$ cat src/rtl/zuzhen_pkg.sv
// Shared definitions for the zuzhen serial link (chaizhen transmitter, zuzhen receiver).
// Latency: none, types and constants only.
// Backpressure: none, types and constants only.
package zuzhen_pkg;

    // Default frame word width of the link.
    localparam int ZZ_WIDTH = 16;

    // Width of the inter-frame gap counter; it covers GAP values 0..255.
    localparam int ZZ_GAP_W = 8;

    typedef enum logic [1:0] {
        S_IDLE  = 2'd0,
        S_SHIFT = 2'd1,
        S_GAP   = 2'd2
    } tx_state_t;

endpackage

$ cat src/rtl/chaizhen_shreg.sv
// Parallel-load, shift-right register with a bit counter and a last-bit flag.
// Latency: a loaded word's bit0 is on bit_out one cycle after load; each shift exposes the next bit.
// Backpressure: none; the caller decides when to load or shift.
module chaizhen_shreg #(
    parameter int WIDTH = 16
) (
    input  logic             clk,
    input  logic             reset,
    input  logic             load,
    input  logic             shift,
    input  logic [WIDTH-1:0] load_dat,
    output logic             bit_out,
    output logic             last
);

    localparam int CW = $clog2(WIDTH);

    logic [WIDTH-1:0] shifter;
    logic [CW-1:0]    bit_cnt;

    // Load restarts the bit count; a shift moves the next bit into position 0.
    // Zeros fill from the top, so the register is empty after a full word.
    always_ff @(posedge clk or posedge reset) begin
        if (reset) begin
            shifter <= '0;
            bit_cnt <= '0;
        end else if (load) begin
            shifter <= load_dat;
            bit_cnt <= '0;
        end else if (shift) begin
            shifter <= {1'b0, shifter[WIDTH-1:1]};
            bit_cnt <= bit_cnt + CW'(1);
        end
    end

    // bit_out is a flop output, so it is stable for a falling-edge sampler.
    assign bit_out = shifter[0];
    assign last    = (bit_cnt == CW'(WIDTH - 1));

endmodule

$ cat src/rtl/chaizhen.sv
// Parallel-to-serial frame transmitter: words in over valid/ready, out LSB first on dout with a frame strobe.
// Latency: a word accepted at edge k drives bit i after edge k+1+i; frame is high after edge k+WIDTH+1.
// Backpressure: din_ready is low while the one-word holding buffer is full; gap-free frames when GAP=0.
module chaizhen
    import zuzhen_pkg::*;
#(
    parameter int WIDTH = ZZ_WIDTH,
    parameter int GAP   = 0,
    parameter int CNT_W = 8
) (
    input  logic             clk,
    input  logic             reset,
    input  logic [WIDTH-1:0] din,
    input  logic             din_valid,
    output logic             din_ready,
    output logic             dout,
    output logic             frame,
    output logic             busy,
    output logic [CNT_W-1:0] frame_cnt
);

    tx_state_t           state;
    tx_state_t           state_nxt;
    logic [WIDTH-1:0]    hold;
    logic                hold_full;
    logic [ZZ_GAP_W-1:0] gap_cnt;
    logic                gap_done;
    logic                accept;
    logic                sh_last;
    logic                sh_load;
    logic                sh_shift;
    logic                gap_clr;
    logic                gap_inc;
    logic                frame_set;

    // din_ready comes straight from the hold flop; there is no pass-through to the shifter.
    assign din_ready = ~hold_full;
    assign accept    = din_valid & ~hold_full;
    assign gap_done  = (gap_cnt == ZZ_GAP_W'(GAP - 1));
    assign busy      = (state != S_IDLE) | hold_full;

    chaizhen_shreg #(
        .WIDTH (WIDTH)
    ) u_shreg (
        .clk      (clk),
        .reset    (reset),
        .load     (sh_load),
        .shift    (sh_shift),
        .load_dat (hold),
        .bit_out  (dout),
        .last     (sh_last)
    );

    // State register.
    always_ff @(posedge clk or posedge reset) begin
        if (reset) begin
            state <= S_IDLE;
        end else begin
            state <= state_nxt;
        end
    end

    // Next state: the word end either reloads directly (GAP=0), idles, or enters the gap.
    always_comb begin
        state_nxt = state;
        case (state)
            S_IDLE: begin
                if (hold_full) state_nxt = S_SHIFT;
            end
            S_SHIFT: begin
                if (sh_last) begin
                    if (GAP > 0)         state_nxt = S_GAP;
                    else if (!hold_full) state_nxt = S_IDLE;
                end
            end
            S_GAP: begin
                if (gap_done) state_nxt = hold_full ? S_SHIFT : S_IDLE;
            end
            default: state_nxt = S_IDLE;
        endcase
    end

    // Datapath controls per state. On the last bit the shift still happens, which empties
    // the shifter and so drives dout low, unless a reload takes priority inside the shifter.
    always_comb begin
        sh_load   = 1'b0;
        sh_shift  = 1'b0;
        gap_clr   = 1'b0;
        gap_inc   = 1'b0;
        frame_set = 1'b0;
        case (state)
            S_IDLE: begin
                sh_load = hold_full;
            end
            S_SHIFT: begin
                sh_shift = 1'b1;
                if (sh_last) begin
                    frame_set = 1'b1;
                    if (GAP > 0) gap_clr = 1'b1;
                    else         sh_load = hold_full;
                end
            end
            S_GAP: begin
                if (gap_done) sh_load = hold_full;
                else          gap_inc = 1'b1;
            end
            default: ;
        endcase
    end

    // Holding buffer: a reload empties it and an accept fills it; the two never coincide.
    always_ff @(posedge clk or posedge reset) begin
        if (reset) begin
            hold      <= '0;
            hold_full <= 1'b0;
        end else if (sh_load) begin
            hold_full <= 1'b0;
        end else if (accept) begin
            hold      <= din;
            hold_full <= 1'b1;
        end
    end

    // Gap counter, which counts idle bit-times after a word.
    always_ff @(posedge clk or posedge reset) begin
        if (reset) begin
            gap_cnt <= '0;
        end else if (gap_clr) begin
            gap_cnt <= '0;
        end else if (gap_inc) begin
            gap_cnt <= gap_cnt + ZZ_GAP_W'(1);
        end
    end

    // Frame strobe and wrapping count of completed words.
    always_ff @(posedge clk or posedge reset) begin
        if (reset) begin
            frame     <= 1'b0;
            frame_cnt <= '0;
        end else begin
            frame <= frame_set;
            if (frame_set) frame_cnt <= frame_cnt + CNT_W'(1);
        end
    end

endmodule

$ cat config.mk
export PLATFORM = sky130hd
export DESIGN_NAME = chaizhen
export DESIGN_NICKNAME = d
export VERILOG_FILES = /design/src/rtl/zuzhen_pkg.sv /design/src/rtl/chaizhen_shreg.sv /design/src/rtl/chaizhen.sv
export SDC_FILE = /design/constraint.sdc
export NUM_CORES = 1
export LEC_CHECK = 0
export BUFFER_PORTS_ARGS = -buffer_cell sky130_fd_sc_hd__buf_2
export CAP_MARGIN = 20
export CORE_MARGIN = 2
export CORE_UTILIZATION = 50
export CTS_CLUSTER_DIAMETER = 50
export DETAILED_ROUTE_END_ITERATION = 8
export HOLD_SLACK_MARGIN = 0.05
export PLACE_DENSITY = 0.75
export RECOVER_POWER = 25
export SLEW_MARGIN = 5
export SYNTH_ARGS = -nofsm -noshare
export SYNTH_HDL_FRONTEND = slang
export SYNTH_SLANG_ARGS = --single-unit
$ cat constraint.sdc
create_clock -name clk -period 1.4 [get_ports clk]
set_input_delay 0.07 -clock clk [delete_from_list [all_inputs] [get_ports clk]]
set_output_delay 0.07 -clock clk [all_outputs]
set_load 0.1 [all_outputs]
==> key figures, run 1 <==
Synthesis
  – Ranking of synthesized cells by area: dfrtp_1 (60%), mux2_2 (9.3%), a221o_1 (7.7%)
  – Synth Cell Area: just under 0.002 sq mm
  – Mapped Cells: 151
  – Area fraction of the dominant cell type after synthesis: 0.604
  – Register area share after synthesis: 0.604
  – FF+latch count, synth: 47
  – Synth Area per Inst: ~13 sq um
  – Net Count, Synth: around 170
  – Top cell type by total area after synthesis: dfrtp_1
  – Yosys Warn Count: 0
  – Synth cell types: 24

Placed design
  – Placer congestion estimate: between 0.7 and 0.8
  – DP Area: 0.00228 sq mm
  – Input/output buffers: 30
  – Dpl hpwl: approximately 2.6 mm
  – DP Cell Count: between 200 and 250
  – Setup WS pre-CTS: -73.5 ps

Power and ir drop
  – Leakage power: 1.26 nW
  – Sw Ratio: 0.376
  – Maximum VDD drop: about 1.1 mV
  – Pwr/cell area: between 1500 and 2000 mW/mm^2
  – Final Power: approximately 5 mW
  – P_int: approximately 3.1 mW
  – Sw power: 1.86 mW
  – Clk network pwr share: 0.168
  – Flop pwr share: 0.466
  – Gate power share: 0.366

Cells and area
  – Fill count: about 270
  – Finished Layout Cells: approximately 270
  – Multi-input logic area: between 700 and 800 sq um
  – Share of cells above drive strength 1: 0.429
  – Fin nets: about 240
  – Layout area overhead: 37.5%
  – Design Area, Final: approximately 0.0027 sq mm
  – Sequential cell area: 0.00120 sq mm
  – Diode count: 0

Status
  – Failing checks: negative setup slack
  – Status: complete, but fails checks

GRT
  – Total grt overflow: 0
  – Initial antenna violation count: 0
  – First-pass GRT wire length: between 6 and 7 mm
  – Largest net degree at the start of global routing: 39
  – Total GRT Usage: 0.200
  – Number of global-route vias before repair: between 1,000 and 1,500

Floorplanning
  – Die Span X: roughly 66 um
  – Chip Height: ~66 um
  – Initial core utilization: 0.524
  – Die area: 0.00441 sq mm
  – IO Pins: 31
  – Core box area: 0.00372 sq mm
  – Row count: 22

Clocking
  – Num CTS Buffers: 5
  – Worst-Skew Late Latency: around 300 ps
  – CTS clk-pin slew, worst paths: 90 ps
  – Clk sink count: 47
  – H-tree depth: 2
  – CTS max path bufs: 2
  – CTS tree: done
  – Root Buffer: clkbuf_8

Drt
  – DR top layer: met4
  – Vias: 1,411
  – DRC: 0
  – Initial drt markers: 47
  – Post-route ant nets: 0
  – Via/cell ratio: about 5.3
  – Routed wl met3: 186 um
  – WL per Instance: 14.6 um
  – Met1 WL: around 1.7 mm
  – Post-Route WL: 3.89 mm
  – Metal2 WL: approximately 1.9 mm
  – Drt pass-1 iters: 4

Worst setup path
  – Arr. time, crit path: approximately 1600 ps
  – Worst Setup SP: u_shreg.bit_cnt[1]$_DFFE_PP0P_
  – Crit path kind: register to register
  – CP cell instances: ha_2 -> buf_6 -> nand4_4 -> inv_2 -> buf_4 -> buf_4 -> nand2_1 -> nand2_1
  – Crit path max-delay cell type: dfrtp_1
  – Crit. End Element: register
  – Worst Path Required: 1600 ps
  – Worst setup SP type: register
  – Register-to-register setup slack: -30 ps
  – Worst path max stage delay: 400 ps
  – CP top delay family: buffers and inverters
  – Largest fanout on the critical path: 6
  – Reg2reg start: u_shreg.bit_cnt[1]$_DFFE_PP0P_
  – Worst path buffer plus inverter count: 4

Timing
  – Final setup fails: 5
  – PnR worst setup slack: -34.8 ps
  – Relative slew slack: 0.672
  – Fin. Hold Viols: 0
  – Clock skew: between 10 and 15 ps
  – Slew Viols, Final: 0
  – Min Tclk post-route: ~1400 ps
  – Peak Freq: 697 MHz
  – RSZ-0062 raised after global routing: true
  – Setup TNS: -82.6 ps
  – Period utilisation layout: 1.02
  – Tightest Pin Transition: about 490 ps

Job
  – Maxcap violations: 0

Worst hold path
  – Hold WC Path Type: primary input to asynchronous set/reset pin
-- placed cells by master (no fill, tap or decap), types with 2 or more instances in the layout --
cell type / n
nand2_1: 11
xor2_1: 3
clkbuf_8: 6
nor2_1: 3
buf_6: 4
xnor2_1: 6
dlygate4sd3_1: 18
inv_1: 2
dfrtp_2: 5
dfrtp_4: 5
buf_4: 14
o21ai_0: 3
buf_2: 28
buf_12: 2
a21oi_1: 2
dfrtp_1: 37
mux2_2: 16
nand4_1: 2
and2_1: 15
clkbuf_4: 2
nor3_4: 2
a221o_1: 15
nand3_1: 2
-- final timing paths --
check,to,depth (start not counted)
worst max-delay path,frame_cnt[1]$_DFFE_PP0P_,8
worst min register to register,frame_cnt[7]$_DFFE_PP0P_,1
max in group asynchronous,hold[12]$_DFFE_PP0P_,4
worst min-delay path,frame_cnt[7]$_DFFE_PP0P_,3
worst max register to register,frame_cnt[1]$_DFFE_PP0P_,8
min in group clk,frame_cnt[7]$_DFFE_PP0P_,1
-- layer usage --
layer / global-route usage / vias to the layer above
li1: - / 667
met1: 0.259 / 689
met2: 0.320 / 46
met3: 0.0460 / 9
met4: 0.0918 / 0
met5: 0 / -
-- state kept, by name, indices dropped and copies added, names as in the netlist --
register         count
frame                1
frame_cnt            8
hold_full            1
u_shreg.bit_cnt      4
u_shreg.shifter     16
hold                16
state                1
-- cell families (layout without fill, tap and decap cells) --
family                   count (synthesis)  after routing  synth area share
AO/OA/AOI/OAI                           23             23             0.105
adder cells (fa/ha/maj)                  2              2            0.0129
AND/OR/NAND/NOR                         41             41             0.116
buffers and inverters                   13             81            0.0289
XOR/XNOR                                 9              9            0.0405
multiplexers                            16             16            0.0925
flip-flops                              47             47             0.604
-- worst reg2reg max path: stages, from the launching register on --
cell and delay [ps]:
dfrtp_1 400, ha_2 210, buf_6 130, nand4_4 160
inv_2 70, buf_4 130, buf_4 120, nand2_1 50
nand2_1 50
-- per-stage QoR --
stage | hold WS, ps | utilization
6_report | 223 | 0.720
5_1_grt | 248 | 0.720
4_1_cts | 238 | 0.691
3_5_place_dp | 19.4 | 0.613
3_3_place_gp | 12.0 | 0.613
2_1_floorplan | 195 | -
-- synthesized netlist by cell type --
library cell and number:
dfrtp_1 47, mux2_2 16, a221o_1 15, and2_1 15, nand2_1 11, xnor2_1 6
buf_2 5, inv_1 5, nor2_1 4, a21oi_1 3, nand3_1 3, o21ai_0 3
xor2_1 3, clkbuf_1 2, ha_1 2, nand4_1 2, nor3_1 2, a22o_1 1
a41oi_2 1, clkbuf_2 1, nand4_2 1, nor2b_1 1, nor4_2 1, or3_1 1
-- power by group through the flow --
stage / Combinational (mW) / Sequential (mW) / Clock, mW
finish: 1.81 / 2.31 / 0.834
global route: 1.95 / 2.37 / 0.918
CTS: 1.72 / 2.28 / 0.855
detailed placement: 1.67 / 2.29 / 0
global placement: 1.58 / 2.26 / 0
floorplan: 0.908 / 2.58 / 0
-- cell type report --
class                      instances  share of cell area
clock buffer                       7              0.0323
clock inverter                     1             0.00187
inverter                           5             0.00842
multi-input combinational         91               0.290
sequential                        47               0.449
tap                               48              0.0224
timing repair buffer              68               0.196
-- timing repair --
item	CTS	global route
cloned	0	0
pin swaps	1	10
setup endpoints to repair	21	24
hold buffers	18	0
resized for setup	5	13
hold endpoints to repair	64	0
setup buffers	0	8
Power figures use the tool's default switching activity.
==> run 2, diff against run 1 <==
--- a/config.mk
+++ b/config.mk
@@ -12,9 +12,10 @@
 export CTS_CLUSTER_DIAMETER = 50
 export DETAILED_ROUTE_END_ITERATION = 8
 export HOLD_SLACK_MARGIN = 0.05
-export PLACE_DENSITY = 0.75
+export PLACE_DENSITY = 0.74
 export RECOVER_POWER = 25
 export SLEW_MARGIN = 5
 export SYNTH_ARGS = -nofsm -noshare
 export SYNTH_HDL_FRONTEND = slang
+export SYNTH_HIERARCHICAL = 1
 export SYNTH_SLANG_ARGS = --single-unit
==> constraint.sdc (replaced) <==
create_clock -name clk -period 1.4 [get_ports clk]
set_input_delay 0.07 -clock clk [delete_from_list [all_inputs] [get_ports clk]]
set_output_delay 0.07 -clock clk [all_outputs]
set_load 0.02 [all_outputs]
==> run 2 against run 1 <==
  * The run still ends with negative setup slack left
  * Sequential power decreased by 4%
  * Sequential share of layout area is 1.5 points lower
  * Via count fell by 0.64%
  * Critical path type unchanged
  * Clock skew fell by 6.3 ps
  * Area after synthesis is 4.7% higher
  * Power fell by 5.3%
==> key figures, run 2 <==
Clocking
  – CTS clk-pin slew, worst paths: 90 ps (about the same)
  – Root Buffer: clkbuf_8
  – H-tree depth: 2 (unchanged)
  – Clk sink count: 47 (unchanged)
  – Num CTS Buffers: 5 (unchanged)
  – Worst-Skew Late Latency: 300 ps (about the same)
  – CTS tree: done
  – CTS max path bufs: 2 (unchanged)

Drt
  – WL per Instance: 15.6 um (+6.8%)
  – Via/cell ratio: 5.06 (-4.2%)
  – Initial drt markers: 88 (+87%)
  – DRC: 0 (unchanged)
  – Vias: 1,402 (-0.64%)
  – Post-route ant nets: 0 (unchanged)
  – Drt pass-1 iters: 4 (unchanged)
  – Post-Route WL: 4.31 mm (+11%)

Timing
  – Relative slew slack: 0.662 (-0.0101)
  – Setup TNS: -893 ps (-811 ps)
  – RSZ-0062 raised after global routing: true
  – Min Tclk post-route: 1510 ps (+78.2 ps)
  – Peak Freq: 661 MHz (-5.2%)
  – Period utilisation layout: 1.08 (+0.0559)
  – PnR worst setup slack: -113 ps (-78.2 ps)
  – Tightest Pin Transition: 507 ps (+15.1 ps)
  – Final setup fails: 19 (+14)
  – Fin. Hold Viols: 0 (unchanged)
  – Slew Viols, Final: 0 (unchanged)
  – Hold Slack: 355 ps (+132 ps)
  – Clock skew: 7.93 ps (-6.27 ps)

Power and ir drop
  – P_int: 3.16 mW (+2.3%)
  – Flop pwr share: 0.474 (+0.008)
  – Gate power share: 0.355 (-0.011)
  – Sw Ratio: 0.326 (-0.0499)
  – Pwr/cell area: 1730 mW/mm^2 (-6.5%)
  – Clk network pwr share: 0.171 (+0.003)
  – Leakage power: 1.37 nW (+9.1%)
  – Sw power: 1.53 mW (-18%)
  – Maximum VDD drop: 1.10 mV (+2.4%)

Synthesis
  – Top FF cell, synth: dfrtp_1
  – Yosys Warn Count: 6 (+6)
  – Number of synthesized flops with an enable pin: 0 (unchanged)
  – Most frequent cell after synthesis: dfrtp_1
  – Async SR Flop Fraction: 1.00 (unchanged)
  – Synth Area per Inst: 12.7 sq um (-1.8%)
  – Ranking of synthesized cells by area: dfrtp_1 (58%), mux2i_1 (7.9%), mux2_4 (6.6%)
  – FF+latch count, synth: 47 (unchanged)
  – Area fraction of the dominant cell type after synthesis: 0.577 (-0.0271)
  – Top cell type by total area after synthesis: dfrtp_1
  – Net Count, Synth: 182 (+5.8%)
  – Register area share after synthesis: 0.577 (-0.0271)
  – Mapped Cells: 161 (+6.6%)
  – Synth cell types: 26 (+8.3%)
  – Synth cell count leaders: dfrtp_1 (47), nand2_1 (20), mux2i_1 (16)
  – Synth Cell Area: 0.00204 sq mm (+4.7%)

Worst setup path
  – Crit. End Element: register
  – Crit path kind: register to register
  – CP cell instances: ha_2 -> and3_4 -> inv_4 -> a21oi_4 -> buf_12 -> nor2_2 -> mux2_4
  – Worst path max stage delay: 360 ps (-40 ps)
  – Worst Path Required: 1590 ps (about the same)
  – Worst path buffer plus inverter count: 2 (-2)
  – Arr. time, crit path: 1700 ps (+60 ps)
  – CP top delay family: flip-flops
  – Crit path max-delay cell type: dfrtp_1
  – Largest fanout on the critical path: 7 (+1)
  – Worst setup SP type: register

Cells and area
  – Most frequent cells in the layout: dfrtp_1 (46), buf_2 (29), nand2_1 (19), dlygate4sd3_1 (17), mux2i_1 (16)
  – Commonest non-fill, non-tap cell in the layout: dfrtp_1
  – Share of cells above drive strength 1: 0.396 (-0.0327)
  – Layout area overhead: 33.0%
  – Fin nets: 247 (+3.3%)
  – Design Area, Final: 0.00271 sq mm (+1.3%)
  – Diode count: 0 (unchanged)
  – Top flop regs: hold x16, u_shreg/shifter x16, frame_cnt x8
  – Finished Layout Cells: 277 (+3.7%)

Placed design
  – Dpl hpwl: 2.83 mm (+9.1%)
  – DP Area: 0.00231 sq mm (+1.2%)
  – DP Cell Count: 245 (+5.2%)
  – Input/output buffers: 30 (unchanged)
  – Placer congestion estimate: 0.781 (+6.6%)
  – Setup WS pre-CTS: -87.7 ps (-14.1 ps)

GRT
  – Total GRT Usage: 0.206 (+0.00575)
  – Met1 Usage GRT: 0.253 (-0.00549)
  – Met2 GRT Util: 0.328 (+0.00843)
  – Number of global-route vias before repair: 1,438 (+3.8%)
  – Total grt overflow: 0 (unchanged)
  – First-pass GRT wire length: 6.68 mm (+3.4%)
  – Met3 Use GR: 0.0691 (+0.0231)
  – Initial antenna violation count: 0 (unchanged)
  – GRT Max-Usage Layer: met2
  – Largest net degree at the start of global routing: 28 (-28%)

Floorplanning
  – IO Pins: 31 (unchanged)
  – Chip Height: 67.8 um (+2.2%)
  – Die Span X: 67.8 um (+2.2%)
  – Die area: 0.00460 sq mm (+4.4%)
  – Core box area: 0.00397 sq mm (+6.9%)
  – Row count: 23 (+4.5%)
  – Initial core utilization: 0.513 (-0.0107)

Job
  – Maxcap violations: 0 (unchanged)

Status
  – Failing checks: negative setup slack
  – Status: complete, but fails checks

Worst hold path
  – Hold WC Path Type: primary input to asynchronous set/reset pin
==> run 2: tightest hold or removal path: cells and delay by family <==
| kind | cells | cell delay [ps] |
|---|---|---|
| buffers and inverters | 4 | 1000 |
==> run 2: kinds of logic (layout without fill, tap and decap cells) <==
| group | count (synthesis) | in the layout | share of synthesized area |
|---|---|---|---|
| adders and majority gates | 2 | 2 | 0.0123 |
| DFF | 47 | 47 | 0.577 |
| and+or+nand+nor | 37 | 37 | 0.0859 |
| xor gates and xnor gates | 8 | 8 | 0.0344 |
| AOI/OAI and AO/OA | 20 | 20 | 0.0528 |
| muxes | 34 | 34 | 0.195 |
| buffers and inverters | 13 | 79 | 0.0430 |
==> run 2: power by group through the flow <==
stage | clock (mW) | sequential (mW) | combinational (mW)
after floorplan | 0 | 2.21 | 1.01
after global placement | 0 | 2.20 | 1.34
after detailed placement | 0 | 2.24 | 1.43
after CTS | 0.823 | 2.21 | 1.50
after global routing | 0.899 | 2.29 | 1.82
final | 0.802 | 2.22 | 1.67
==> run 2: worst paths after layout <==
kind                                                startpoint  depth (start not counted)  slack (ps)                         endpoint
worst min-delay path                                     reset                          4         350              hold[1]$_DFFE_PP0P_
min in group clk                                     din_valid                          4         380             hold[15]$_DFFE_PP0P_
max in group asynchronous                                reset                          4         640  u_shreg/shifter[15]$_DFFE_PP0P_
worst min register to register        frame_cnt[7]$_DFFE_PP0P_                          1         480         frame_cnt[7]$_DFFE_PP0P_
worst max register to register  u_shreg/bit_cnt[0]$_DFFE_PP0P_                          7        -110   u_shreg/bit_cnt[3]$_DFFE_PP0P_
worst max-delay path            u_shreg/bit_cnt[0]$_DFFE_PP0P_                          7        -110   u_shreg/bit_cnt[3]$_DFFE_PP0P_
==> run 2: cell type report <==
type / instances / area (sq um)
fillers: 295 / 1260
flip-flops and latches: 47 / 1180
multi-input cells: 101 / 825
repair buffers: 67 / 541
clock buffers: 5 / 68.8
well taps: 50 / 62.6
clock inverters: 3 / 20.0
inverters: 4 / 17.5
==> run 2: through the flow <==
step                      total power [mW]  utilization
after floorplan                       3.21            -
after global placement                3.54        0.581
after detailed placement              3.67        0.581
after CTS                             4.54        0.654
after global routing                  5.01        0.683
final                                 4.69        0.683
==> run 2: layer usage <==
| layer | routed length [um] | vias up |
|---|---|---|
| li1 | - | 673 |
| met1 | 1880 | 689 |
| met2 | 2190 | 31 |
| met3 | 166 | 9 |
| met4 | 78 | 0 |
| met5 | 0 | - |
==> run 2: repair_timing <==
| action | CTS | global route |
|---|---|---|
| setup endpoints to repair | 24 | 25 |
| gates cloned | 0 | 2 |
| resized for setup | 7 | 14 |
| pin swaps | 0 | 7 |
| setup buffers | 1 | 4 |
| endpoints found under the hold margin | 63 | 0 |
| hold buffers | 17 | 0 |
==> run 3, diff against run 2 <==
--- a/config.mk
+++ b/config.mk
@@ -12,8 +12,8 @@
 export CTS_CLUSTER_DIAMETER = 50
 export DETAILED_ROUTE_END_ITERATION = 8
 export HOLD_SLACK_MARGIN = 0.05
-export PLACE_DENSITY = 0.74
-export RECOVER_POWER = 25
+export PLACE_DENSITY_LB_ADDON = 0.15
+export RECOVER_POWER = 50
 export SLEW_MARGIN = 5
 export SYNTH_ARGS = -nofsm -noshare
 export SYNTH_HDL_FRONTEND = slang
==> run 3 against run 2 <==
  * The flow still finishes with violations (negative setup slack)
  * Combinational power decreased by 6%
  * Die area is the same
  * Highest routed layer unchanged
  * Critical path depth is the same
  * Setup slack improved by 71 ps
  * Largest cell class unchanged
  * Count of clock-buffer cells in the layout is 2 higher
  * Register-to-register slack improved by 70 ps
  * First-iteration DRC count is 25% lower
  * Global-route usage fell by 1.2 points
==> key figures, run 3 (synthesis results as in run 2) <==
Worst setup path
  – Worst path max stage delay: 360 ps (about the same)
  – Worst Path Required: 1590 ps (about the same)
  – Crit. End Element: register
  – Crit path max-delay cell type: dfrtp_1
  – Worst setup SP type: register
  – CP cell instances: ha_2 -> and3_4 -> inv_2 -> a21oi_2 -> buf_6 -> nor2b_2 -> mux2_4
  – Largest fanout on the critical path: 8 (+1)
  – Arr. time, crit path: 1630 ps (-70 ps)
  – Crit path kind: register to register

Power and ir drop
  – Leakage power: 1.34 nW (-2.2%)
  – Flop pwr share: 0.485 (+0.011)
  – Clk network pwr share: 0.171 (about the same)
  – P_int: 3.14 mW (-0.71%)
  – Sw power: 1.43 mW (-6.6%)
  – Gate power share: 0.344 (-0.011)
  – Maximum VDD drop: 0.990 mV (-10%)
  – Sw Ratio: 0.312 (-0.0134)
  – Pwr/cell area: 1740 mW/mm^2 (+0.70%)

Timing
  – Relative slew slack: 0.564 (-0.0977)
  – Fin. Hold Viols: 0 (unchanged)
  – Min Tclk post-route: 1440 ps (-71.0 ps)
  – Clock skew: 6.95 ps (-0.981 ps)
  – Period utilisation layout: 1.03 (-0.0507)
  – Slew Viols, Final: 0 (unchanged)
  – PnR worst setup slack: -42.1 ps (+71.0 ps)
  – Final setup fails: 3 (-16)
  – Peak Freq: 693 MHz (+4.9%)
  – RSZ-0062 raised after global routing: true
  – Hold Slack: 365 ps (+10.6 ps)
  – Tightest Pin Transition: 654 ps (+147 ps)

Drt
  – DR top layer: met4
  – Post-Route WL: 3.91 mm (-9.2%)
  – DRC: 0 (unchanged)
  – Met1 WL: 1.70 mm (-9.5%)
  – Post-route ant nets: 0 (unchanged)
  – Drt pass-1 iters: 4 (unchanged)
  – Routed wl met3: 121 um (-27%)
  – WL per Instance: 14.2 um (-8.9%)
  – Initial drt markers: 66 (-25%)
  – Metal2 WL: 2.05 mm (-6.2%)
  – Via/cell ratio: 4.92 (-2.8%)
  – Vias: 1,358 (-3.1%)

Worst hold path
  – Hold WC Path Type: primary input to register

Cells and area
  – Final core occ: 0.660 (-0.0227)
  – Fin nets: 246 (-0.40%)
  – Most frequent cells in the layout: dfrtp_1 (47), buf_2 (30), nand2_1 (20), dlygate4sd3_1 (17)
  – Commonest non-fill, non-tap cell in the layout: dfrtp_1
  – Diode count: 0 (unchanged)
  – Fill count: 303 (+2.7%)
  – Share of cells above drive strength 1: 0.367 (-0.0292)
  – Layout area overhead: 28.6%
  – Top flop regs: hold x16, u_shreg/shifter x16, frame_cnt x8
  – Finished Layout Cells: 276 (-0.36%)

Floorplanning
  – Die area: 0.00460 sq mm (unchanged)
  – Row count: 23 (unchanged)
  – Core box area: 0.00397 sq mm (unchanged)
  – IO Pins: 31 (unchanged)
  – Chip Height: 67.8 um (unchanged)
  – Die Span X: 67.8 um (unchanged)
  – Initial core utilization: 0.513 (unchanged)

Clocking
  – CTS clk-pin slew, worst paths: 80 ps (about the same)
  – Num CTS Buffers: 5 (unchanged)
  – Root Buffer: clkbuf_8
  – CTS tree: done
  – CTS max path bufs: 2 (unchanged)
  – Worst-Skew Late Latency: 300 ps (about the same)
  – Clk sink count: 47 (unchanged)
  – H-tree depth: 2 (unchanged)

GRT
  – Number of global-route vias before repair: 1,351 (-6.1%)
  – Initial antenna violation count: 0 (unchanged)
  – Largest net degree at the start of global routing: 28 (unchanged)
  – First-pass GRT wire length: 6.40 mm (-4.1%)
  – Total GRT Usage: 0.194 (-0.0122)
  – Total grt overflow: 0 (unchanged)

Placed design
  – Setup WS pre-CTS: -99.7 ps (-12.1 ps)
  – Dpl hpwl: 2.61 mm (-7.6%)
  – Input/output buffers: 30 (unchanged)
  – DP Cell Count: 244 (-0.41%)
  – Placer congestion estimate: 0.769 (-1.6%)

Status
  – Failing checks: negative setup slack
  – Status: complete, but fails checks

Job
  – Maxcap violations: 0 (unchanged)
-- run 3: timing repair --
action / CTS / global route
endpoints found under the setup margin: 23 / 23
hold buffers: 17 / 0
pin swaps: 1 / 2
gates cloned: 0 / 0
setup buffers: 5 / 2
gates resized for setup: 3 / 6
hold endpoints to repair: 63 / 0
-- run 3: final timing paths --
| check | cells after the start | from | to | slack, ps |
|---|---|---|---|---|
| max | 7 | u_shreg/bit_cnt[0]$_DFFE_PP0P_ | u_shreg/bit_cnt[3]$_DFFE_PP0P_ | -40 |
| max in group asynchronous | 4 | reset | hold[13]$_DFFE_PP0P_ | 460 |
| min | 4 | din_valid | hold_full$_DFFE_PP0P_ | 370 |
| min reg2reg | 1 | frame_cnt[7]$_DFFE_PP0P_ | frame_cnt[7]$_DFFE_PP0P_ | 470 |
| min in group asynchronous | 4 | reset | u_shreg/shifter[12]$_DFFE_PP0P_ | 450 |
| max reg2reg | 7 | u_shreg/bit_cnt[0]$_DFFE_PP0P_ | u_shreg/bit_cnt[3]$_DFFE_PP0P_ | -40 |
-- run 3: final cells by class --
cell class,count,area (sq um),share of cell area
flip-flops and latches,47,1180,0.449
multi-input cells,101,801,0.305
repair buffers,66,485,0.185
clock buffers,7,76.3,0.0291
well taps,50,62.6,0.0239
inverters,4,15.0,0.00573
clock inverters,1,5.00,0.00191
-- run 3: per-layer routing --
metal | vias up | GRT usage
li1 | 672 | -
met1 | 659 | 0.234
met2 | 22 | 0.338
met3 | 5 | 0.0526
met4 | 0 | 0.0600
met5 | - | 0
-- run 3: power groups by stage --
stage	clock [mW]	sequential (mW)	combinational [mW]
global route	0.856	2.28	1.70
global placement	0	2.22	1.32
detailed placement	0	2.24	1.39
finish	0.781	2.21	1.57
CTS	0.798	2.22	1.52
floorplan	0	2.21	1.01
-- run 3: stage by stage --
step,instance area [sq um],total power [mW],setup TNS [ps]
after global placement,2300,3.54,-138
after floorplan,2060,3.21,-24.1
after detailed placement,2300,3.64,-1100
after CTS,2600,4.53,-30.1
after global routing,2620,4.84,-1600
final,2620,4.57,-52.3
-- run 3: worst max-delay path: cells and delay by family (launching register included) --
kind                     cells  cell delay [ps]
flip-flops                   1              360
multiplexers                 1              250
buffers and inverters        2              190
AND/OR/NAND/NOR              2              230
AO/OA/AOI/OAI                1              120
adder cells (fa/ha/maj)      1              180
